File: src/rtl/sysref_pkg.sv
// Shared types and defaults for the multi-channel SYSREF capture monitor.
package sysref_pkg;

  typedef enum logic {
    IDLE  = 1'b0,
    ARMED = 1'b1
  } cap_state_t;

  localparam int DEF_NUM_CH      = 2;
  localparam int DEF_SYNC_STAGES = 2;
  localparam int DEF_PERIOD_W    = 16;
  localparam int DEF_TOL         = 0;
  localparam int DEF_LOCK_COUNT  = 4;

  // Width needed to hold a match counter that saturates at lock_count.
  function automatic int mcount_width(input int lock_count);
    return $clog2(lock_count + 1);
  endfunction

endpackage

File: src/rtl/sysref_chan_mon.sv
// Per-channel SYSREF monitor: synchroniser, rising-edge detect, period
// measurement and lock/error tracking against an expected period.
module sysref_chan_mon
  import sysref_pkg::*;
#(
  parameter int SYNC_STAGES = DEF_SYNC_STAGES,
  parameter int PERIOD_W    = DEF_PERIOD_W,
  parameter int TOL         = DEF_TOL,
  parameter int LOCK_COUNT  = DEF_LOCK_COUNT
) (
  input  logic                pl_clk,
  input  logic                pl_rstn,
  input  logic                sysref_in,
  input  logic [PERIOD_W-1:0] expected_period,
  input  logic                clear_err,
  output logic                sysref_out,
  output logic                sysref_edge,
  output logic [PERIOD_W-1:0] period_meas,
  output logic                locked,
  output logic                err_sticky
);

  localparam int MC_W  = mcount_width(LOCK_COUNT);
  localparam int MCX_W = MC_W + 1;
  localparam int EXT_W = PERIOD_W + 1;
  localparam logic [PERIOD_W-1:0] CNT_MAX     = '1;
  localparam logic [EXT_W-1:0]    TOL_EXT     = EXT_W'(TOL);
  localparam logic [MCX_W-1:0]    LOCK_TARGET = MCX_W'(LOCK_COUNT);
  localparam logic [MC_W-1:0]     LOCK_MAX    = MC_W'(LOCK_COUNT);

  logic [SYNC_STAGES-1:0] sync_reg, sync_next;
  logic                   prev_reg;
  logic                   sync_last, edge_det;
  logic [PERIOD_W-1:0]    cnt_reg, meas_reg;
  logic                   seen_reg, locked_reg, err_reg;
  logic [MC_W-1:0]        mcount_reg;
  logic [MCX_W-1:0]       mcount_inc;
  logic [EXT_W-1:0]       cnt_ext, exp_ext, diff, limit;
  logic                   match, measure, missing, err_event;

  generate
    if (SYNC_STAGES == 1) begin : g_sync1
      assign sync_next = sysref_in;
    end else begin : g_syncn
      assign sync_next = {sync_reg[SYNC_STAGES-2:0], sysref_in};
    end
  endgenerate

  assign sync_last = sync_reg[SYNC_STAGES-1];
  assign edge_det  = sync_last & ~prev_reg;

  // Widened by one bit so the difference and limit never wrap.
  assign cnt_ext    = {1'b0, cnt_reg};
  assign exp_ext    = {1'b0, expected_period};
  assign diff       = (cnt_ext >= exp_ext) ? (cnt_ext - exp_ext) : (exp_ext - cnt_ext);
  assign limit      = exp_ext + TOL_EXT;
  assign match      = (expected_period != '0) && (diff <= TOL_EXT);
  assign measure    = edge_det & seen_reg;
  assign missing    = locked_reg & ~edge_det & (cnt_ext > limit);
  assign err_event  = (measure & ~match & locked_reg) | missing;
  assign mcount_inc = {1'b0, mcount_reg} + 1'b1;

  always_ff @(posedge pl_clk) begin
    if (!pl_rstn) begin
      sync_reg   <= '0;
      prev_reg   <= 1'b0;
      cnt_reg    <= '0;
      meas_reg   <= '0;
      seen_reg   <= 1'b0;
      mcount_reg <= '0;
      locked_reg <= 1'b0;
      err_reg    <= 1'b0;
    end else begin
      sync_reg <= sync_next;
      prev_reg <= sync_last;

      if (edge_det) begin
        seen_reg <= 1'b1;
        cnt_reg  <= PERIOD_W'(1);
        if (seen_reg) meas_reg <= cnt_reg;
      end else if (seen_reg && (cnt_reg != CNT_MAX)) begin
        cnt_reg <= cnt_reg + 1'b1;
      end

      if (measure) begin
        if (match) begin
          mcount_reg <= (mcount_inc >= LOCK_TARGET) ? LOCK_MAX : mcount_inc[MC_W-1:0];
          if (mcount_inc >= LOCK_TARGET) locked_reg <= 1'b1;
        end else begin
          mcount_reg <= '0;
          locked_reg <= 1'b0;
        end
      end else if (missing) begin
        mcount_reg <= '0;
        locked_reg <= 1'b0;
      end

      // A fresh error outranks a clear in the same cycle.
      if (err_event) err_reg <= 1'b1;
      else if (clear_err) err_reg <= 1'b0;
    end
  end

  assign sysref_out  = sync_last;
  assign sysref_edge = edge_det;
  assign period_meas = meas_reg;
  assign locked      = locked_reg;
  assign err_sticky  = err_reg;

endmodule

File: src/rtl/sysref_capture_monitor.sv
// Multi-channel PL SYSREF capture/monitor: per-channel monitors plus a shared
// arm/capture handshake recording which channels fire on the next edge.
module sysref_capture_monitor
  import sysref_pkg::*;
#(
  parameter int NUM_CH      = DEF_NUM_CH,
  parameter int SYNC_STAGES = DEF_SYNC_STAGES,
  parameter int PERIOD_W    = DEF_PERIOD_W,
  parameter int TOL         = DEF_TOL,
  parameter int LOCK_COUNT  = DEF_LOCK_COUNT
) (
  input  logic                       pl_clk,
  input  logic                       pl_rstn,
  input  logic [NUM_CH-1:0]          sysref_in,
  input  logic [PERIOD_W-1:0]        expected_period,
  input  logic                       arm,
  input  logic                       clear_err,
  output logic [NUM_CH-1:0]          sysref_out,
  output logic [NUM_CH-1:0]          sysref_edge,
  output logic [NUM_CH*PERIOD_W-1:0] period_meas,
  output logic [NUM_CH-1:0]          locked,
  output logic [NUM_CH-1:0]          err_sticky,
  output logic                       armed,
  output logic                       capture_done,
  output logic [NUM_CH-1:0]          capture_mask
);

  cap_state_t        state_reg, state_next;
  logic              capture_fire;
  logic              done_reg;
  logic [NUM_CH-1:0] mask_reg;

  generate
    for (genvar gi = 0; gi < NUM_CH; gi++) begin : g_chan
      sysref_chan_mon #(
        .SYNC_STAGES (SYNC_STAGES),
        .PERIOD_W    (PERIOD_W),
        .TOL         (TOL),
        .LOCK_COUNT  (LOCK_COUNT)
      ) u_chan (
        .pl_clk          (pl_clk),
        .pl_rstn         (pl_rstn),
        .sysref_in       (sysref_in[gi]),
        .expected_period (expected_period),
        .clear_err       (clear_err),
        .sysref_out      (sysref_out[gi]),
        .sysref_edge     (sysref_edge[gi]),
        .period_meas     (period_meas[gi*PERIOD_W +: PERIOD_W]),
        .locked          (locked[gi]),
        .err_sticky      (err_sticky[gi])
      );
    end
  endgenerate

  always_ff @(posedge pl_clk) begin
    if (!pl_rstn) begin
      state_reg <= IDLE;
      done_reg  <= 1'b0;
      mask_reg  <= '0;
    end else begin
      state_reg <= state_next;
      done_reg  <= capture_fire;
      if (capture_fire) mask_reg <= sysref_edge;
    end
  end

  // Edges are only looked at once ARMED, so an edge coincident with arm is missed.
  always_comb begin
    state_next = state_reg;
    case (state_reg)
      IDLE:    if (arm) state_next = ARMED;
      ARMED:   if (|sysref_edge) state_next = IDLE;
      default: state_next = IDLE;
    endcase
  end

  always_comb begin
    armed        = (state_reg == ARMED);
    capture_fire = (state_reg == ARMED) && (|sysref_edge);
  end

  assign capture_done = done_reg;
  assign capture_mask = mask_reg;

endmodule
File: config.mk
export PLATFORM = sky130hd
export DESIGN_NAME = sysref_capture_monitor
export DESIGN_NICKNAME = d
export VERILOG_FILES = /design/src/rtl/sysref_pkg.sv /design/src/rtl/sysref_chan_mon.sv /design/src/rtl/sysref_capture_monitor.sv
export SDC_FILE = /design/constraint.sdc
export NUM_CORES = 1
export LEC_CHECK = 0
export CORE_MARGIN = 4
export CORE_UTILIZATION = 60
export CTS_BUF_LIST = sky130_fd_sc_hd__clkbuf_16
export DETAILED_ROUTE_END_ITERATION = 12
export PLACE_DENSITY = 0.83
export SLEW_MARGIN = 40
export SYNTH_ARGS = -nofsm -noshare
export SYNTH_HDL_FRONTEND = slang
export SYNTH_SLANG_ARGS = --single-unit
File: constraint.sdc
create_clock -name pl_clk -period 5.2 [get_ports pl_clk]
set_input_delay 1.04 -clock pl_clk [delete_from_list [all_inputs] [get_ports pl_clk]]
set_output_delay 1.04 -clock pl_clk [all_outputs]
set_load 0.01 [all_outputs]
==> results by group <==
Status
  – Outcome: completed

Critical path
  – CP delay by family, top: compound AO/OA/AOI/OAI gates
  – Slowest-stage cell, CP: clkdlybuf4s50_1
  – CP max stage delay: 0.57 ns
  – Reg2reg setup slack: 1.48 ns
  – CP required: 5.47 ns
  – CP Cell Sequence: clkdlybuf4s50_1, inv_1, ha_1, a21oi_1, a21bo_2, nand3_1, a21boi_0, mux2_2, a2111oi_0, nand4_1, a21oi_1, nand3_1, a21oi_1
  – Cell mode on critical path: a21oi_1
  – CP Buf/Inv Count: 2
  – Critical path depth in cells: 13
  – Arr. time, crit path: 5.02 ns
  – Crit Reg-Reg Startpoint: g_chan[1].u_chan.cnt_reg[4]
  – Setup crit end kind: flip-flop
  – Critical R2R Capture: g_chan[1].u_chan.mcount_reg[1]
  – Crit start category: primary input
  – Max Fanout on Critical Path: 9
  – Worst R2R Path Depth: 11
  – Setup CP Type: in -> reg

Synthesis
  – Dominant synthesized flop cell: dfxtp_1
  – Net Count, Synth: 978
  – Top cell type's share of synthesized area: 25.8%
  – Synth cell types: 74
  – #FFs+latches synth: 86
  – Cells after synthesis: 888
  – Syn Std Cell Area: 6680 um^2
  – Syn Area/Cell: 7.53 um^2
  – Cell taking the most area after synthesis: dfxtp_1
  – Syn. warnings: 0
  – Sequential area share after synthesis: 25.8%
  – Number of synthesized flops with an enable pin: 0
  – Largest cells by area after synthesis: dfxtp_1 26%, ha_1 13%, nand2_1 7.5%
  – Async SR Flop Fraction: 0%

Floorplan
  – Die width: 114 um
  – Die H: 114 um
  – Site Rows: 38
  – IO Count: 66
  – Total core area: 10,900 um^2
  – Starting Density: 61.4%
  – Die ar.: 12,900 um^2

Detailed routing
  – Drt initial violations: 715
  – Number of remaining DRC errors: 0
  – Total Wirelength: 19,100 um
  – Vias per cell: 6.13
  – DRT Pass-1 Iters: 6
  – Via count: 6,563
  – Detail Route Antenna Nets: 0
  – Wire per inst: 17.8 um

Timing
  – RSZ-0062 raised after global routing: false
  – Max-slew headroom: 48.2%
  – Final worst-path cycle share: 91.4%
  – Worst hold slack: 0.435 ns
  – Setup WS post-layout: 0.447 ns
  – Final hold vios: 0
  – Achievable Freq: 210 MHz
  – Least-Margin Pin Slew: 0.776 ns
  – Final setup fails: 0
  – Skew final: 0.00681 ns
  – Setup_tns: 0 ns
  – Final Max Slew Viols: 0
  – Fin crit period: 4.75 ns

Hold path
  – Min-delay src: g_chan[0].u_chan.sync_reg[0]
  – Worst hold endpoint: g_chan[0].u_chan.sync_reg[1]
  – Worst hold path class: reg -> reg
  – Hold depth: 1

Clock network
  – Post-CTS sizing: 0
  – Postcts setup bufs: 0
  – CTS Hold Bufs: 0
  – Cts bufs inserted: 9
  – Clk root buf: clkbuf_16
  – Sink Count: 86
  – H-tree depth: 3
  – Clock tree from TritonCTS: done
  – Worst-Skew Late Latency: 0.34 ns
  – Clock Pin Slew Worst Setup and Hold Paths: 0.06 ns
  – Clock buffer depth: 2

Job
  – Max_cap viols: 0

Power and ir drop
  – PD cells: 197 nW/um^2
  – Leakage: 2.89 nW
  – Worst vdd ir: 0.000325 V
  – Post-layout power: 1.49 mW

Placement
  – Port Buf Inserts: 65
  – Cells after DPL: 1,055
  – Gpl congestion: 0.991
  – Place WS: 0.183 ns
  – Hpwl dp: 15,100 um

Cells and area
  – Area grow syn2layout: 13.6%
  – Nets@finish: 1,016
  – Share of cells above drive strength 1: 4.08%
  – Inserted Diodes: 0
  – Layout Cells excl Fill: 1,071

Global route
  – Vias in the first global route: 6,151
  – Initial antenna violation count: 0
  – GRT Residual Overflow: 0
  – Global Route Usage Sum: 29.6%
  – First-pass GRT wire length: 30,900 um
  – Largest net degree at the start of global routing: 47
==> worst max-delay path by stage <==
stage	start	endpoint	slack (ns)
floorplan	expected_period[4]	g_chan[1].u_chan.mcount_reg[1]	1.50
global placement	expected_period[4]	g_chan[1].u_chan.mcount_reg[1]	0.17
detailed placement	expected_period[4]	g_chan[1].u_chan.mcount_reg[1]	0.18
CTS	expected_period[4]	g_chan[1].u_chan.mcount_reg[1]	0.48
global route	expected_period[4]	g_chan[1].u_chan.mcount_reg[0]	0.21
finish	expected_period[4]	g_chan[1].u_chan.mcount_reg[1]	0.45
==> cells by family after synthesis <==
group	synth area share, %
muxes	1.10
buffers and inverters	6.91
adders and majority gates	12.7
AOI/OAI and AO/OA	22.7
and+or+nand+nor	24.7
xor gates and xnor gates	6.16
DFF	25.8
==> cell usage after synthesis (7+ instances only) <==
cell type  instances
nand2_1          133
and3_1             8
nand2b_1           8
and2_1            20
nor3_1            14
clkbuf_1          20
xnor2_1           35
nor2_1            68
a21oi_1           94
o21ai_0           29
xor2_1            12
nand4_1           17
a21o_1            12
buf_4             11
ha_1              68
a211oi_1           7
nand3_1           20
inv_1             62
dfxtp_1           86
nor2b_1            7
a31oi_1            9
or3_1             10
o211ai_1          11
nor4_1            12
==> placed cells by master, fill, tap and decap left out, types with 4 or more instances in the layout <==
master / netlist / layout
o21a_1: 5 / 5
a31oi_1: 9 / 9
nand3_1: 20 / 20
a211oi_1: 7 / 7
nor2_1: 68 / 68
nand4_1: 17 / 17
o211a_1: 4 / 4
o21ai_0: 29 / 29
dfxtp_1: 86 / 86
and4_1: 5 / 5
or4_1: 4 / 4
and2_1: 20 / 20
nor3_1: 14 / 14
a21o_1: 12 / 12
clkdlybuf4s50_1: 0 / 65
nand2b_1: 8 / 8
inv_1: 62 / 62
buf_4: 11 / 5
a22oi_1: 4 / 4
o211ai_1: 11 / 11
nor4_1: 12 / 12
or3_1: 10 / 10
xor2_1: 12 / 12
nor3b_1: 4 / 4
mux2i_1: 4 / 4
a21oi_1: 94 / 94
a21boi_0: 6 / 6
ha_1: 68 / 68
clkbuf_16: 0 / 9
o31ai_1: 6 / 6
nor2b_1: 7 / 7
o31a_1: 5 / 5
and3_1: 8 / 8
xnor2_1: 35 / 35
o21bai_1: 6 / 6
nand2_1: 133 / 133
==> final cells by class <==
type,count,area [um^2]
multi-input combinational,696,4500
fill,935,3290
sequential,86,1720
timing repair buffer,70,688
inverter,63,236
clock buffer,9,225
tap,140,175
clock inverter,7,48.8
==> per-stage QoR <==
step | area [um^2] | util, %
2_1_floorplan | 6680 | -
3_3_place_gp | 7320 | 67.2
3_5_place_dp | 7320 | 67.2
4_1_cts | 7590 | 69.8
5_1_grt | 7590 | 69.8
6_report | 7590 | 69.8
==> where the power goes <==
group | total [mW] | leakage (nW) | switching [mW] | internal (mW)
Combinational | 0.227 | 2.06 | 0.136 | 0.0902
Clock | 0.594 | 0.138 | 0.269 | 0.325
Sequential | 0.672 | 0.695 | 0.00789 | 0.665
==> layer usage <==
metal  up-vias  share of wire, %  track usage [%]
met5         -                 0                0
met4         0               4.4             14.3
met3        61               6.4             4.93
met2       270                46             47.8
met1      3026                43             38.3
li1       3206                 -                -
No activity file was read; power rests on OpenSTA's default activity.
